<file path="src/rtl/isqrt_pipe.sv">
// isqrt_pipe: pipelined restoring integer square root, y = floor(sqrt(x)), BITS_PER_STAGE root bits per stage.
// Define ISQRT_PIPE_DATA_RST_EN to also asynchronously clear the datapath registers.
module isqrt_pipe #(
  parameter int BITS_PER_STAGE = 1
) (
  input  logic        clk,
  input  logic        rst,
  input  logic        x_vld,
  input  logic [31:0] x,
  output logic        y_vld,
  output logic [15:0] y
);
  localparam int L = 16 / BITS_PER_STAGE;
  logic [L:0]  vld_q, vld_d;
  logic [15:0] root_q [0:L];
  logic [15:0] root_d [0:L];
  logic [17:0] rem_q  [0:L];
  logic [17:0] rem_d  [0:L];
  logic [31:0] rad_q  [0:L];
  logic [31:0] rad_d  [0:L];
  // Stage 0 only captures the radicand; stages 1..L each resolve BITS_PER_STAGE root bits.
  always_comb begin
    logic [15:0] rt;
    logic [17:0] rm;
    logic [31:0] rd;
    logic [19:0] s;
    logic [17:0] t;
    logic        ge;
    vld_d = {vld_q[L-1:0], x_vld};
    root_d[0] = '0;
    rem_d[0] = '0;
    rad_d[0] = x;
    rt = '0;
    rm = '0;
    rd = '0;
    s = '0;
    t = '0;
    ge = 1'b0;
    for (int i = 1; i <= L; i++) begin
      rt = root_q[i-1];
      rm = rem_q[i-1];
      rd = rad_q[i-1];
      for (int j = 0; j < BITS_PER_STAGE; j++) begin
        s = {rm, rd[31:30]};
        // A non-negative trial always fits the 18-bit remainder, so the sign test is done as a compare.
        ge = s >= {2'b00, rt, 2'b01};
        t = s[17:0] - {rt, 2'b01};
        rm = ge ? t : s[17:0];
        rt = {rt[14:0], ge};
        rd = {rd[29:0], 2'b00};
      end
      root_d[i] = rt;
      rem_d[i] = rm;
      rad_d[i] = rd;
    end
  end
  always_ff @(posedge clk or posedge rst)
    if (rst) vld_q <= '0;
    else vld_q <= vld_d;
`ifdef ISQRT_PIPE_DATA_RST_EN
  always_ff @(posedge clk or posedge rst)
    if (rst) begin
      for (int i = 0; i <= L; i++) begin
        root_q[i] <= '0;
        rem_q[i] <= '0;
        rad_q[i] <= '0;
      end
    end else begin
      for (int i = 0; i <= L; i++)
        if (vld_d[i]) begin
          root_q[i] <= root_d[i];
          rem_q[i] <= rem_d[i];
          rad_q[i] <= rad_d[i];
        end
    end
`else
  always_ff @(posedge clk)
    for (int i = 0; i <= L; i++)
      if (vld_d[i]) begin
        root_q[i] <= root_d[i];
        rem_q[i] <= rem_d[i];
        rad_q[i] <= rad_d[i];
      end
`endif
  assign y_vld = vld_q[L];
  assign y = root_q[L];
endmodule

</file>
<file path="config.mk">
export PLATFORM = sky130hd
export DESIGN_NAME = isqrt_pipe
export DESIGN_NICKNAME = d
export VERILOG_FILES = /design/src/rtl/isqrt_pipe.sv
export SDC_FILE = /design/constraint.sdc
export NUM_CORES = 1
export LEC_CHECK = 0
export BUFFER_PORTS_ARGS = -buffer_cell sky130_fd_sc_hd__buf_2
export CAP_MARGIN = 10
export CORE_UTILIZATION = 39
export CTS_CLUSTER_DIAMETER = 40
export DETAILED_ROUTE_END_ITERATION = 16
export SLEW_MARGIN = 20
export SYNTH_ARGS = -nofsm -noshare
export SYNTH_HDL_FRONTEND = slang
export SYNTH_SLANG_ARGS = --single-unit
</file>
<file path="constraint.sdc">
create_clock -name clk -period 8.66 [get_ports clk]
set_clock_uncertainty 0.05 [all_clocks]
set_input_delay 1.732 -clock clk [delete_from_list [all_inputs] [get_ports clk]]
set_output_delay 1.732 -clock clk [all_outputs]
set_load 0.03 [all_outputs]
</file>
==> reports/metrics.csv <==
metric,value,unit
setup_tns,0,ns
layout_commonest_cell,edfxtp_1,
maxCapViolations,0,
status,finished clean,
hpwl,40300,um
antenna_cells,0,
seq_area,20200,um2
cts_buffers,99,
grt_pass1_vias,17515,
fin_crit_sh,39.2,%
rrSetupSlack,5.26,ns
multi_input_area,9020,um2
tightestPinTransition,1.01,ns
synth_warnings,0,
synth_compound_area_share,8.43,%
root_buffer,clkbuf_16,
place_area,31600,um2
startpoint_type,register,
layout-drive-gt1-share,12.2,%
combPwrFrac,7.2,%
cp_top_family,compound AO/OA/AOI/OAI gates,
path_max_fanout,30,
leakage,13.6,nW
synthArstFlopShare,2.52,%
ant_nets,0,
crit_cells,6,
postSynthCellCount,2193,
synth_fa_ha_area_share,6.38,%
drc,0,
wl,56100,um
post_cts_resized,0,
place_congestion,0.855,
setup-violations-final,0,
final_hold_viol_count,0,
wl_per_cell,16.3,um
via_per_inst,4.96,
drtIter0Drc,962,
grt_overflow,0,
synthMuxAreaShare,1.21,%
htree_levels,3,
critPathKind,register to register,
clock_path_buffers,3,
ys_seq_area_share,67.3,%
initial_core_util,39.4,%
hold_path_class,register to register,
critPathBufInv,0,
grt_use_total,14.5,%
synthXorXnorAreaFrac,5.23,%
dr.pass1.iters,5,
ys_types,66,
worstSetupEndpointType,register,
hold_depth,0,
die_height,279,um
nNetsFinal,2522,
core,76100,um2
ir_worst_vdd,0.188,mV
critical_path_required,9.00,ns
port_buffers,51,
max_freq,295,MHz
synth_top_family_by_area,simple AND/OR/NAND/NOR gates,
switchingPower,2.09,mW
synth_flop_cell,edfxtp_1,
grt_pass1_wl,89300,um
die_x,279,um
clkLatencyLatePin,0.67,ns
power.density,248,nW/um2
reg2regPathDepth,6,
synth_nets,2381,
endpoint,rem_q[0][256],
grt_antenna_before_repair,0,
seq_power_share,46.2,%
path_clk_slew,0.06,ns
grt_start_max_net_pins,49,
internal_power,6.63,mW
ys_ff_latch,675,
synth_edf_count,658,
final_cell_mix,"658 x edfxtp_1, 195 x inv_1, 156 x nor2_1",
relSlewSlack,32.8,%
rows,101,
avgSynthCellArea,13.7,um2
rsz0062_at_grt,no,
areaGrowthSynthToFinish,17.0,%
crit_arrival,3.73,ns
path_cells,ha_1 > a2111o_1 > o22a_1 > a221oi_1 > nand2_1 > mux2_2,
final_area,35100,um2
cts_tree,done,
slowest_stage,nand2_1,
post_cts_buffers,0,
p_clk_share,46.6,%
synth-simple-area-share,8.65,%
swShare,24.0,%
finalMaxSlewViolations,0,
syn_area,30000,um2
timing.rr.end,rem_q[0][256],
crit_start,rem_q[0][237],
io_pins,52,
critical_path.max_stage_delay,0.69,ns
reg2reg_from,rem_q[0][237],
fin_crit,3.40,ns
via_count,17125,
clock-sinks,675,
hold_buffers,0,
die_area,78000,um2
fillerInstances,6730,
## power by group through the flow
stage,sequential (mW),combinational [mW],clock (mW)
after floorplan,4.06,0.451,0
after global placement,4.09,0.613,0
after detailed placement,4.10,0.628,0
after CTS,4.03,0.633,4.16
after global routing,4.06,0.704,4.30
final,4.03,0.628,4.06
## worst min-delay path by stage
stage / start / end
4_1_cts: vld_q[6] / vld_q[7]
3_5_place_dp: vld_q[6] / vld_q[7]
5_1_grt: vld_q[6] / vld_q[7]
3_3_place_gp: vld_q[6] / vld_q[7]
2_1_floorplan: rad_q[0][68] / rad_q[0][102]
6_report: vld_q[6] / vld_q[7]
## flip-flops by register name, summed over array words and instances, names as in the netlist
signal	count
vld_q	17
rad_q	272
root_q	136
rem_q	250
## worst reg2reg max path: cells and delay by family, from the launching register on
family	cells	cell delay (ns)
flops	1	0.40
simple gates	1	0.69
fa+ha+maj	1	0.37
compound gates	3	1.12
mux	1	0.51
## cells by family (layout without fill, tap and decap cells)
kind of cell | after synthesis | count (layout)
DFF | 675 | 675
and+or+nand+nor | 526 | 526
AOI/OAI and AO/OA | 403 | 403
buffers and inverters | 223 | 451
xor gates and xnor gates | 179 | 179
adders and majority gates | 153 | 153
muxes | 33 | 33
other | 1 | 1
## area by class of cell
| type | instances | area share [%] |
|---|---|---|
| sequential | 675 | 57.5 |
| timing repair buffer | 68 | 1.09 |
| inverter | 195 | 2.08 |
| clock buffer | 111 | 7.51 |
| tap | 1030 | 3.67 |
| multi-input combinational | 1295 | 25.7 |
| clock inverter | 77 | 2.42 |
## Yosys cell counts, drive strengths merged (26+ instances only)
| library cell | instances | area, um2 |
|---|---|---|
| nand3 | 26 | 135 |
| ha | 153 | 1910 |
| xnor2 | 100 | 876 |
| nand2 | 119 | 447 |
| nor4 | 26 | 169 |
| nand2b | 26 | 163 |
| o21ai | 100 | 500 |
| xor2 | 79 | 692 |
| mux2 | 27 | 304 |
| o21a | 42 | 315 |
| nor2 | 156 | 586 |
| a21oi | 117 | 586 |
| clkbuf | 26 | 97.6 |
| inv | 195 | 732 |
| nor3 | 55 | 275 |
| a21o | 36 | 270 |
| edfxtp | 658 | 19800 |
## routing by layer
| layer | up-vias | wire [um] | global-route usage, % |
|---|---|---|---|
| li1 | 8425 | - | - |
| met1 | 8255 | 22600 | 16.1 |
| met2 | 328 | 29600 | 26.8 |
| met3 | 117 | 2200 | 2.72 |
| met4 | 0 | 1690 | 6.14 |
| met5 | - | 0 | 0 |
## stage by stage
step                      setup WS [ns]  total power [mW]  std cells  utilization [%]  hold WS, ns
after global routing               4.99              9.06       3451             46.2        0.328
after floorplan                    5.82              4.51       2193                -        0.350
final                              5.26              8.72       3451             46.2        0.325
after global placement             5.38              4.70       3263             41.5        0.306
after detailed placement           5.31              4.73       3263             41.5        0.310
after CTS                          5.29              8.83       3451             46.1        0.324
Power figures use the tool's default switching activity.
